==> src/rtl/exec_pkg.sv <==
// Shared RV32I/M decode constants, FSM state and md-op encoding for the execute stage.
package exec_pkg;

    localparam logic [6:0] OPC_LUI    = 7'b0110111;
    localparam logic [6:0] OPC_AUIPC  = 7'b0010111;
    localparam logic [6:0] OPC_JAL    = 7'b1101111;
    localparam logic [6:0] OPC_JALR   = 7'b1100111;
    localparam logic [6:0] OPC_BRANCH = 7'b1100011;
    localparam logic [6:0] OPC_LOAD   = 7'b0000011;
    localparam logic [6:0] OPC_STORE  = 7'b0100011;
    localparam logic [6:0] OPC_OPIMM  = 7'b0010011;
    localparam logic [6:0] OPC_OP     = 7'b0110011;

    localparam logic [2:0] F3_ADD  = 3'b000;
    localparam logic [2:0] F3_SLL  = 3'b001;
    localparam logic [2:0] F3_SLT  = 3'b010;
    localparam logic [2:0] F3_SLTU = 3'b011;
    localparam logic [2:0] F3_XOR  = 3'b100;
    localparam logic [2:0] F3_SR   = 3'b101;
    localparam logic [2:0] F3_OR   = 3'b110;
    localparam logic [2:0] F3_AND  = 3'b111;

    localparam logic [2:0] F3_BEQ  = 3'b000;
    localparam logic [2:0] F3_BNE  = 3'b001;
    localparam logic [2:0] F3_BLT  = 3'b100;
    localparam logic [2:0] F3_BGE  = 3'b101;
    localparam logic [2:0] F3_BLTU = 3'b110;
    localparam logic [2:0] F3_BGEU = 3'b111;

    localparam logic [6:0] FUNCT7_MULDIV = 7'b0000001;

    typedef enum logic [1:0] {IDLE, BUSY, DONE} state_e;

    typedef enum logic [2:0] {
        MdMul    = 3'b000,
        MdMulh   = 3'b001,
        MdMulhsu = 3'b010,
        MdMulhu  = 3'b011,
        MdDiv    = 3'b100,
        MdDivu   = 3'b101,
        MdRem    = 3'b110,
        MdRemu   = 3'b111
    } md_op_e;

    // MUL counts as signed: the low half of the product is the same either way.
    function automatic logic md_a_signed(input md_op_e op);
        return op inside {MdMul, MdMulh, MdMulhsu, MdDiv, MdRem};
    endfunction

    function automatic logic md_b_signed(input md_op_e op);
        return op inside {MdMul, MdMulh, MdDiv, MdRem};
    endfunction

endpackage

==> src/rtl/muldiv_iter.sv <==
// Iterative shift-add multiplier / restoring divider on operand magnitudes with sign fix-up.
// EXECUTE_MD_FASTMUL_EN replaces the multiply iterations with a single-cycle product.
module muldiv_iter
    import exec_pkg::*;
#(
    parameter int unsigned XLEN = 32
) (
    input  logic            clk,
    input  logic            rst,
    input  logic            start_i,
    input  md_op_e          op_i,
    input  logic [XLEN-1:0] a_i,
    input  logic [XLEN-1:0] b_i,
    output logic            done_o,
    output logic [XLEN-1:0] result_o
);
    localparam int unsigned CW = $clog2(XLEN) + 1;

    logic [CW-1:0]     cnt_q, cnt_d;
    logic [XLEN-1:0]   hi_q, hi_d, lo_q, lo_d, b_q, b_d;
    md_op_e            op_q, op_d;
    logic              neg_q, neg_d, negr_q, negr_d, skip_q, skip_d;

    logic              sa, sb, div0;
    logic [XLEN-1:0]   a_mag, b_mag;
    logic [XLEN:0]     sum, rem_t;
    logic [2*XLEN-1:0] prod, prod_s;
    logic [XLEN-1:0]   quo, rem;
`ifdef EXECUTE_MD_FASTMUL_EN
    logic [2*XLEN-1:0] prod_fast;
    assign prod_fast = {{XLEN{1'b0}}, a_mag} * {{XLEN{1'b0}}, b_mag};
`endif

    assign sa    = a_i[XLEN-1] & md_a_signed(op_i);
    assign sb    = b_i[XLEN-1] & md_b_signed(op_i);
    assign a_mag = sa ? -a_i : a_i;
    assign b_mag = sb ? -b_i : b_i;
    assign div0  = op_i[2] & (b_i == '0);

    always_comb begin
        cnt_d  = cnt_q;
        hi_d   = hi_q;
        lo_d   = lo_q;
        b_d    = b_q;
        op_d   = op_q;
        neg_d  = neg_q;
        negr_d = negr_q;
        skip_d = skip_q;
        sum    = '0;
        rem_t  = '0;
        if (start_i) begin
            op_d   = op_i;
            b_d    = b_mag;
            hi_d   = '0;
            lo_d   = a_mag;
            neg_d  = sa ^ sb;
            negr_d = sa;
            skip_d = 1'b0;
            cnt_d  = CW'(XLEN);
            if (div0) begin
                // Result is fixed up front; the single BUSY cycle just counts down.
                hi_d   = a_i;
                lo_d   = '1;
                neg_d  = 1'b0;
                negr_d = 1'b0;
                skip_d = 1'b1;
                cnt_d  = CW'(1);
            end
`ifdef EXECUTE_MD_FASTMUL_EN
            if (!op_i[2]) begin
                {hi_d, lo_d} = prod_fast;
                cnt_d        = '0;
            end
`endif
        end else if (cnt_q != '0) begin
            cnt_d = cnt_q - CW'(1);
            if (!skip_q) begin
                if (!op_q[2]) begin
                    sum  = {1'b0, hi_q} + (lo_q[0] ? {1'b0, b_q} : '0);
                    hi_d = sum[XLEN:1];
                    lo_d = {sum[0], lo_q[XLEN-1:1]};
                end else begin
                    rem_t = {hi_q, lo_q[XLEN-1]};
                    if (rem_t >= {1'b0, b_q}) begin
                        rem_t = rem_t - {1'b0, b_q};
                        lo_d  = {lo_q[XLEN-2:0], 1'b1};
                    end else begin
                        lo_d  = {lo_q[XLEN-2:0], 1'b0};
                    end
                    hi_d = rem_t[XLEN-1:0];
                end
            end
        end
    end

    always_ff @(posedge clk or posedge rst) begin
        if (rst) begin
            cnt_q  <= '0;
            hi_q   <= '0;
            lo_q   <= '0;
            b_q    <= '0;
            op_q   <= MdMul;
            neg_q  <= 1'b0;
            negr_q <= 1'b0;
            skip_q <= 1'b0;
        end else begin
            cnt_q  <= cnt_d;
            hi_q   <= hi_d;
            lo_q   <= lo_d;
            b_q    <= b_d;
            op_q   <= op_d;
            neg_q  <= neg_d;
            negr_q <= negr_d;
            skip_q <= skip_d;
        end
    end

    assign done_o = (cnt_q == CW'(1));
    assign prod   = {hi_q, lo_q};
    assign prod_s = neg_q ? -prod : prod;
    assign quo    = neg_q ? -lo_q : lo_q;
    assign rem    = negr_q ? -hi_q : hi_q;

    always_comb begin
        unique case (op_q)
            MdMul:                     result_o = prod_s[XLEN-1:0];
            MdMulh, MdMulhsu, MdMulhu: result_o = prod_s[2*XLEN-1:XLEN];
            MdDiv, MdDivu:             result_o = quo;
            default:                   result_o = rem;
        endcase
    end

endmodule

==> src/rtl/execute_md.sv <==
// Execute stage: single-cycle RV32I ALU/branch/address path plus a stalling M-extension engine.
// EXECUTE_MD_FASTMUL_EN selects single-cycle multiplies.
module execute_md
    import exec_pkg::*;
#(
    parameter int unsigned XLEN = 32
) (
    input  logic            clk,
    input  logic            rst,
    input  logic            valid_i,
    output logic            ready_o,
    output logic            valid_ro,
    input  logic            ready_i,
    input  logic [XLEN-1:0] pc_i,
    input  logic [31:0]     inst_i,
    input  logic [XLEN-1:0] r0data_i,
    input  logic [XLEN-1:0] r1data_i,
    output logic [XLEN-1:0] pc_ro,
    output logic [31:0]     inst_ro,
    output logic [XLEN-1:0] r0data_ro,
    output logic [XLEN-1:0] r1data_ro,
    output logic [XLEN-1:0] result_ro,
    output logic [XLEN-1:0] jumpaddr_o,
    output logic            jumptaken_o,
    output logic [XLEN-1:0] datamemaddr_o,
    output logic [XLEN-1:0] datamemdata_o,
    output logic            datamemwrite_o,
    output logic [1:0]      datamemwidth_o,
    output logic            busy_o
);
    localparam int unsigned SHW = $clog2(XLEN);

    logic [6:0]      opcode, funct7;
    logic [2:0]      funct3;
    logic [XLEN-1:0] imm_i, imm_s, imm_b, imm_u, imm_j, op_b, alu_res, base_res, md_result;
    logic [SHW-1:0]  shamt;
    logic            is_md, md_pending, cke, br_cond, md_start, md_done, fast_mul;
    state_e          state_q, state_d;

    assign opcode = inst_i[6:0];
    assign funct3 = inst_i[14:12];
    assign funct7 = inst_i[31:25];
    assign imm_i  = XLEN'($signed(inst_i[31:20]));
    assign imm_s  = XLEN'($signed({inst_i[31:25], inst_i[11:7]}));
    assign imm_b  = XLEN'($signed({inst_i[31], inst_i[7], inst_i[30:25], inst_i[11:8], 1'b0}));
    assign imm_u  = XLEN'($signed({inst_i[31:12], 12'b0}));
    assign imm_j  = XLEN'($signed({inst_i[31], inst_i[19:12], inst_i[20], inst_i[30:21], 1'b0}));

    assign is_md      = (opcode == OPC_OP) && (funct7 == FUNCT7_MULDIV);
    assign md_pending = valid_i & is_md;
    assign cke        = ~valid_ro | ready_i;
`ifdef EXECUTE_MD_FASTMUL_EN
    assign fast_mul = ~funct3[2];
`else
    assign fast_mul = 1'b0;
`endif

    assign op_b  = (opcode == OPC_OP) ? r1data_i : imm_i;
    assign shamt = op_b[SHW-1:0];

    always_comb begin
        unique case (funct3)
            F3_ADD:  alu_res = (opcode == OPC_OP && funct7[5]) ? r0data_i - op_b
                                                               : r0data_i + op_b;
            F3_SLL:  alu_res = r0data_i << shamt;
            F3_SLT:  alu_res = XLEN'($signed(r0data_i) < $signed(op_b));
            F3_SLTU: alu_res = XLEN'(r0data_i < op_b);
            F3_XOR:  alu_res = r0data_i ^ op_b;
            F3_SR:   alu_res = funct7[5] ? $unsigned($signed(r0data_i) >>> shamt)
                                         : r0data_i >> shamt;
            F3_OR:   alu_res = r0data_i | op_b;
            default: alu_res = r0data_i & op_b;
        endcase
    end

    always_comb begin
        case (opcode)
            OPC_OPIMM, OPC_OP: base_res = alu_res;
            OPC_LUI:           base_res = imm_u;
            OPC_AUIPC:         base_res = pc_i + imm_u;
            OPC_JAL, OPC_JALR: base_res = pc_i + XLEN'(4);
            default:           base_res = '1;
        endcase
    end

    always_comb begin
        case (funct3)
            F3_BEQ:  br_cond = (r0data_i == r1data_i);
            F3_BNE:  br_cond = (r0data_i != r1data_i);
            F3_BLT:  br_cond = ($signed(r0data_i) < $signed(r1data_i));
            F3_BGE:  br_cond = ($signed(r0data_i) >= $signed(r1data_i));
            F3_BLTU: br_cond = (r0data_i < r1data_i);
            F3_BGEU: br_cond = (r0data_i >= r1data_i);
            default: br_cond = 1'b0;
        endcase
    end

    always_comb begin
        case (opcode)
            OPC_JAL:  jumpaddr_o = pc_i + imm_j;
            OPC_JALR: jumpaddr_o = (r0data_i + imm_i) & ~XLEN'(1);
            default:  jumpaddr_o = pc_i + imm_b;
        endcase
    end

    assign jumptaken_o    = ready_o & valid_i & ((opcode == OPC_JAL) | (opcode == OPC_JALR) |
                                                 ((opcode == OPC_BRANCH) & br_cond));
    assign datamemaddr_o  = r0data_i + ((opcode == OPC_STORE) ? imm_s : imm_i);
    assign datamemdata_o  = r1data_i;
    assign datamemwrite_o = ready_o & valid_i & (opcode == OPC_STORE);
    assign datamemwidth_o = funct3[1:0];

    muldiv_iter #(
        .XLEN(XLEN)
    ) u_muldiv (
        .clk     (clk),
        .rst     (rst),
        .start_i (md_start),
        .op_i    (md_op_e'(funct3)),
        .a_i     (r0data_i),
        .b_i     (r1data_i),
        .done_o  (md_done),
        .result_o(md_result)
    );

    always_ff @(posedge clk or posedge rst) begin
        if (rst) state_q <= IDLE;
        else     state_q <= state_d;
    end

    always_comb begin
        state_d = state_q;
        unique case (state_q)
            IDLE:    if (md_pending) state_d = fast_mul ? DONE : BUSY;
            BUSY:    if (md_done) state_d = DONE;
            DONE:    if (cke) state_d = IDLE;
            default: state_d = IDLE;
        endcase
    end

    always_comb begin
        md_start = (state_q == IDLE) & md_pending;
        busy_o   = (state_q != IDLE);
        ready_o  = cke & (((state_q == IDLE) & ~md_pending) | (state_q == DONE));
    end

    // ready_o already implies cke; it doubles as the output-register load enable.
    always_ff @(posedge clk or posedge rst) begin
        if (rst) begin
            valid_ro  <= 1'b0;
            pc_ro     <= '0;
            inst_ro   <= '0;
            r0data_ro <= '0;
            r1data_ro <= '0;
            result_ro <= '0;
        end else if (cke) begin
            valid_ro <= ready_o & (valid_i | (state_q == DONE));
            if (ready_o) begin
                pc_ro     <= pc_i;
                inst_ro   <= inst_i;
                r0data_ro <= r0data_i;
                r1data_ro <= r1data_i;
                result_ro <= (state_q == DONE) ? md_result : base_res;
            end
        end
    end

endmodule

==> config.mk <==
export PLATFORM = sky130hd
export DESIGN_NAME = execute_md
export DESIGN_NICKNAME = d
export VERILOG_FILES = /design/src/rtl/exec_pkg.sv /design/src/rtl/muldiv_iter.sv /design/src/rtl/execute_md.sv
export SDC_FILE = /design/constraint.sdc
export NUM_CORES = 2
export LEC_CHECK = 0
export CAP_MARGIN = 20
export CORE_ASPECT_RATIO = 1.25
export CORE_MARGIN = 10
export CORE_UTILIZATION = 55
export DETAILED_ROUTE_END_ITERATION = 12
export MAX_ROUTING_LAYER = met4
export PLACE_DENSITY = 0.77
export SYNTH_ARGS = -nofsm -noshare
export SYNTH_HDL_FRONTEND = slang
export SYNTH_SLANG_ARGS = --single-unit
export TNS_END_PERCENT = 20
==> constraint.sdc <==
create_clock -name clk -period 21.6 [get_ports clk]
set_clock_uncertainty 0.15 [all_clocks]
set_input_delay 2.16 -clock clk [delete_from_list [all_inputs] [get_ports clk]]
set_output_delay 2.16 -clock clk [all_outputs]
set_load 0.1 [all_outputs]
Yosys cells after proc, flatten, opt, wreduce, memory -nomap -nowiden
Index checks and enable logic that the tools add are counted.

Bits in registers: 271. Input port bits: 132. Output and inout port bits: 263. Word-level logic and storage cells: 150.

Add/sub/neg operators: 16. Order comparisons: 7. Equality and inequality tests: 30. Shifts and indexed selects: 3. Multiplexer cells: 38. Bitwise logic cells: 23. Reductions and logical operators: 18.

Operators with widths (count): two-way mux 32 bit (20); case mux 32 bit (7 select lines) (1); adder 32 bit (6); less-than comparator 32 bit (4); negation 32 bit (4); case mux 32 bit (4 select lines) (1); case mux 32 bit (3 select lines) (1); >= comparator 32 bit (2); two-way mux 64 bit (1); negation 64 bit (1); case mux 32 bit (2 select lines) (1); subtractor 32 bit (2); adder 32 x 32 -> 33 bit (1); >= comparator 33 x 32 -> 1 bit (1); adder 32 x 3 -> 32 bit (second input constant) (1); AND 32 bit (1); == test 32 bit (1); logical NOT 32 bit (1); != test 32 bit (1); OR 32 bit (1); << shifter 32 x 5 -> 32 bit (1); >> shifter 32 x 5 -> 32 bit (1); >>> shifter 32 x 5 -> 32 bit (1); bitwise XOR 32 bit (1); other kinds (33) (79).

Depth between registers and ports, before layout
Depth in word-level cells: 9. Gate-level depth with buffers: 23. Depth with buffers taken out: 18.

Hierarchy
A second synthesis with hierarchy kept.

Cells, all modules: 5213. Area total of the unflattened synthesis: 37354.6 um2.

Modules (own cells, without submodules): execute_md (instances 1, cells each 3502, area each 24584.8 um2, sequential area each 4078.9 um2); muldiv_iter (instances 1, cells each 1711, area each 12769.7 um2, sequential area each 2702.6 um2).

Worst setup path after synthesis
No wires, ideal clock.

Kind: input -> output. From: input inst_i[6]. To: output jumpaddr_o[29]. Data arrival time: 8160 ps. Data required time: 19290 ps. Path slack: 11130 ps. Stages on the path: 17. Buffers on the path: 3. Cell sequence: buf_2 nand3_1 nor3_1 clkbuf_1 clkbuf_1 a31o_2 ha_1 a21o_1 a21o_1 a2111oi_0 a31oi_1 o41ai_1 o2111ai_1 a31o_2 a21oi_1 xor2_1 o21ai_0.

Word-level cells in the longest chain between the ends: 2. Elaborated cells on any way between the ends: 3. Those cells by class: 2 x eq/ne; 1 x mux.

RTL lines: start, declared (RTL line execute_md.sv:15) `input logic [31:0] inst_i,`; == test 7 bit (RTL line execute_md.sv:99) `case (opcode)`; case mux 32 bit (2 select lines) (*) (RTL line execute_md.sv:99); end, declared (RTL line execute_md.sv:23) `output logic [XLEN-1:0] jumpaddr_o,`.

Mark *: on every way between the ends. The rest lies on a longest branch, timed or not.

Final worst setup path
From: input inst_i[5]. To: output jumpaddr_o[31].

The elaborated chain is that of the path after synthesis.

==> flow_summary_export.csv <==
group,metric,value,unit
status,status,"completed",
detailed_routing,firstDrtPassIters,10,
setup_path,crit_chain,"clkdlybuf4s50_1 > buf_4 > nand3_1 > nor3_2 > buf_4 > nand2_1 > and2_0 > a31o_2 > ha_1 > a21o_1 > a21o_1 > a2111oi_0 > a31oi_1 > o41ai_1 > o2111ai_1 > a21oi_1 > o21ai_0 > or3_1 > nand3_1 > xor2_1 > clkdlybuf4s50_1",
clock_tree,cts_hold_repair.buffers,0,
setup_path,cpMaxStageDelayCell,"clkdlybuf4s50_1",
synthesis,synthCells,4990,
setup_path,critPathKind,"in -> out",
synthesis,synth_top_area_share,19.2,%
setup_path,required,19.29,ns
clock_tree,cts_root_buffer,"clkbuf_16",
clock_tree,clock_sinks,271,
worst_hold_path,min-delay-start,"u_muldiv.b_q[14]",
placed_design,dp_cells,5991,
setup_path,reg2reg_to,"result_ro[29]",
floorplanning,ios,395,
power,p_leak,0.0173,uW
layout,num-nets-final,5610,
setup_path,reg2reg_from,"u_muldiv.lo_q[14]",
power,irDropWorstVdd,0.123,mV
setup_path,rrSetupSlack,16.35,ns
synthesis,synth_compound_area_share,31.8,%
synthesis,synth.area.top_cells,"dfrtp_1, ha_1, o21ai_0",
detailed_routing,via_per_inst,7.27,
synthesis,synth_seq_cells,271,
setup_path,slowest_delay,1.18,ns
detailed_routing,antenna_left,0,
floorplanning,rows,103,
synthesis,ys_warn_count,0,
worst_hold_path,hold_class,"reg -> reg",
detailed_routing,wl_per_cell,33.5,um
placed_design,place_area,39900,um^2
synthesis,synthesis.area,35400,um^2
detailed_routing,totalWireLength,205,mm
sta,max_slew_margin,19.6,%
sta,tightest_slew,1.20,ns
global_routing,grt_pass1_wl,293,mm
global_routing,grt-ovfl-total,0,
sta,fmax,86.9,MHz
run,cap_violations,0,
setup_path,r2r_cells,11,
detailed_routing,drtIter0Drc,7073,
sta,tns,0,ns
sta,finalSetupViolations,0,
worst_hold_path,hold_end,"u_muldiv.b_q[14]",
sta,post-route-min-period,11.51,ns
synthesis,synth_fa_ha_area_share,10.3,%
synthesis,synth_area_leader_cell,"dfrtp_1",
floorplanning,initial_core_util,55.8,%
clock_tree,cts_resized,0,
detailed_routing,drc,0,
synthesis,synth.most_common_cell,"nand2_1",
synthesis,synth_cell_types,93,
clock_tree,clkTransAtPathRegs,0.06,ns
setup_path,crit_fanout,28,
worst_hold_path,holdPathStages,2,
placed_design,post-place-ws,10.29,ns
global_routing,antenna_found_initial,33,
synthesis,yosys.area_share.simple,20.8,%
synthesis,syn_nets,5408,
layout,finish.utilization,64.9,%
synthesis,synthFlopType,"dfrtp_1",
floorplanning,die_width,247,um
global_routing,grt_max_degree,102,
layout,drive_gt1_share,5.89,%
synthesis,synth-edff-count,0,
layout,fin_cells,6103,
synthesis,ys_seq_area_share,19.2,%
sta,rsz0062_at_grt,"no",
synthesis,synth_common_cells,"nand2_1, o21ai_0, a21oi_1",
synthesis,synth_top_family_by_area,"compound AO/OA/AOI/OAI gates",
floorplanning,coreArea,63400,um^2
sta,maxSlewViolCount,0,
setup_path,crit_arrival,9.20,ns
setup_path,critPathLaunchType,"input pin",
layout,syn2layout_area_growth,16.3,%
floorplanning,dieArea,74900,um^2
placed_design,place.gp.congestion,1.20,
placed_design,numPortBuffers,394,
clock_tree,h-tree-depth,1,
detailed_routing,route.vias.total,44300,
clock_tree,cts_buffers,30,
layout,stdcell_area,41200,um^2
synthesis,synthXorXnorAreaFrac,8.07,%
placed_design,dp_hpwl,154,mm
synthesis,avgSynthCellArea,7.09,um^2
sta,fin_crit_sh,53.3,%
clock_tree,cts_tree,"built",
clock_tree,clk-insertion-delay-late,0.62,ns
synthesis,async_flop_share,100,%
global_routing,grt_pass1_vias,42100,
synthesis,synth_mux_area_share,3.22,%
floorplanning,die_y,304,um
clock_tree,cts_setup_buffers,0,
sta,setup_ws,10.09,ns
setup_path,cp-end-kind,"output pin",
power,pwr_density_cell,81.8,nW/um^2
global_routing,grt.total_usage,54.7,%
clock_tree,max-clock-path-buffers,3,
sta,report.final.hold_viol_count,0,
cells in the final DEF (no fill, tap or decap), types with 19 or more instances in the layout:
cell and count:
nand2_1 656, o21ai_0 521, a21oi_1 455, clkdlybuf4s50_1 390
nor2_1 384, ha_1 279, dfrtp_1 270, xnor2_1 225
inv_1 222, nand3_1 135, a21o_1 127, buf_4 123
nor3_1 104, xor2_1 101, o211ai_1 70, mux2i_1 61
a31oi_1 61, o22ai_1 60, a211oi_1 53, o31ai_1 49
diode_2 48, o21bai_1 47, o21a_1 42, nand2b_1 39
nand4_1 38, mux2_2 38, a221oi_1 38, nor4_1 37
and3_1 37, or3_1 35, nor2b_1 34, clkbuf_16 30
o221ai_1 29, and2_1 28, a22oi_1 24, or2_2 20
o41ai_1 19
worst max-delay path by stage:
stage | start | to | slack (ns) | cells past startpoint
CTS | inst_i[5] | jumpaddr_o[31] | 10.28 | 21
detailed placement | inst_i[5] | jumpaddr_o[31] | 10.29 | 21
global placement | inst_i[5] | jumpaddr_o[31] | 10.31 | 21
floorplan | inst_i[6] | jumpaddr_o[29] | 11.13 | 17
finish | inst_i[5] | jumpaddr_o[31] | 10.09 | 21
global route | inst_i[5] | jumpaddr_o[31] | 9.68 | 21
sequential cells by signal, summed over array words and instances, names as in the netlist, 2 cells and up:
register        flops
pc_ro              32
u_muldiv.cnt_q      6
inst_ro            32
result_ro          32
r0data_ro          32
u_muldiv.lo_q      32
state_q             2
r1data_ro          32
u_muldiv.op_q       3
u_muldiv.hi_q      32
u_muldiv.b_q       32
through the flow:
step / hold WS (ns) / power (uW)
floorplan: 0.300 / 2070
global placement: 0.307 / 2640
detailed placement: 0.312 / 2670
CTS: 0.329 / 3240
global route: 0.343 / 3460
finish: 0.326 / 3370
critical path: cells and delay by family:
| family | cells | cell delay [ns] |
|---|---|---|
| compound gates | 9 | 2.55 |
| simple gates | 6 | 1.58 |
| xor+xnor | 1 | 0.20 |
| buf+inv | 4 | 2.32 |
| fa+ha+maj | 1 | 0.35 |
metal layers:
| layer | vias up | wire length (um) | global-route usage [%] | part of all wire, % |
|---|---|---|---|---|
| met5 | - | 0 | - | 0 |
| met4 | 0 | 25200 | 52.1 | 12 |
| met3 | 1508 | 28500 | 24.6 | 14 |
| met2 | 3862 | 86200 | 78.6 | 42 |
| met1 | 20400 | 64700 | 54.6 | 32 |
| li1 | 18600 | - | - | - |
final cells by class:
cell class | count | area [um^2]
Multi-Input combinational cell | 4134 | 26400
Tap cell | 840 | 1050
Sequential cell | 271 | 6780
Timing Repair Buffer | 523 | 4910
Inverter | 232 | 878
Antenna cell | 48 | 120
Clock inverter | 15 | 195
Fill cell | 5540 | 22200
Clock buffer | 40 | 858
report_power, final:
part           leakage, uW  internal (uW)  total, uW  switching (uW)
combinational       0.0136            634       2050            1420
sequential         0.00324            587        742             155
clock             0.000513            318        571             253
total               0.0173           1540       3370            1830
cell families after synthesis:
group | Yosys count
fa+ha+maj | 286
mux | 104
xor+xnor | 326
compound gates | 1796
simple gates | 1622
flops | 271
buf+inv | 585
(Power assumes the default switching activity.)
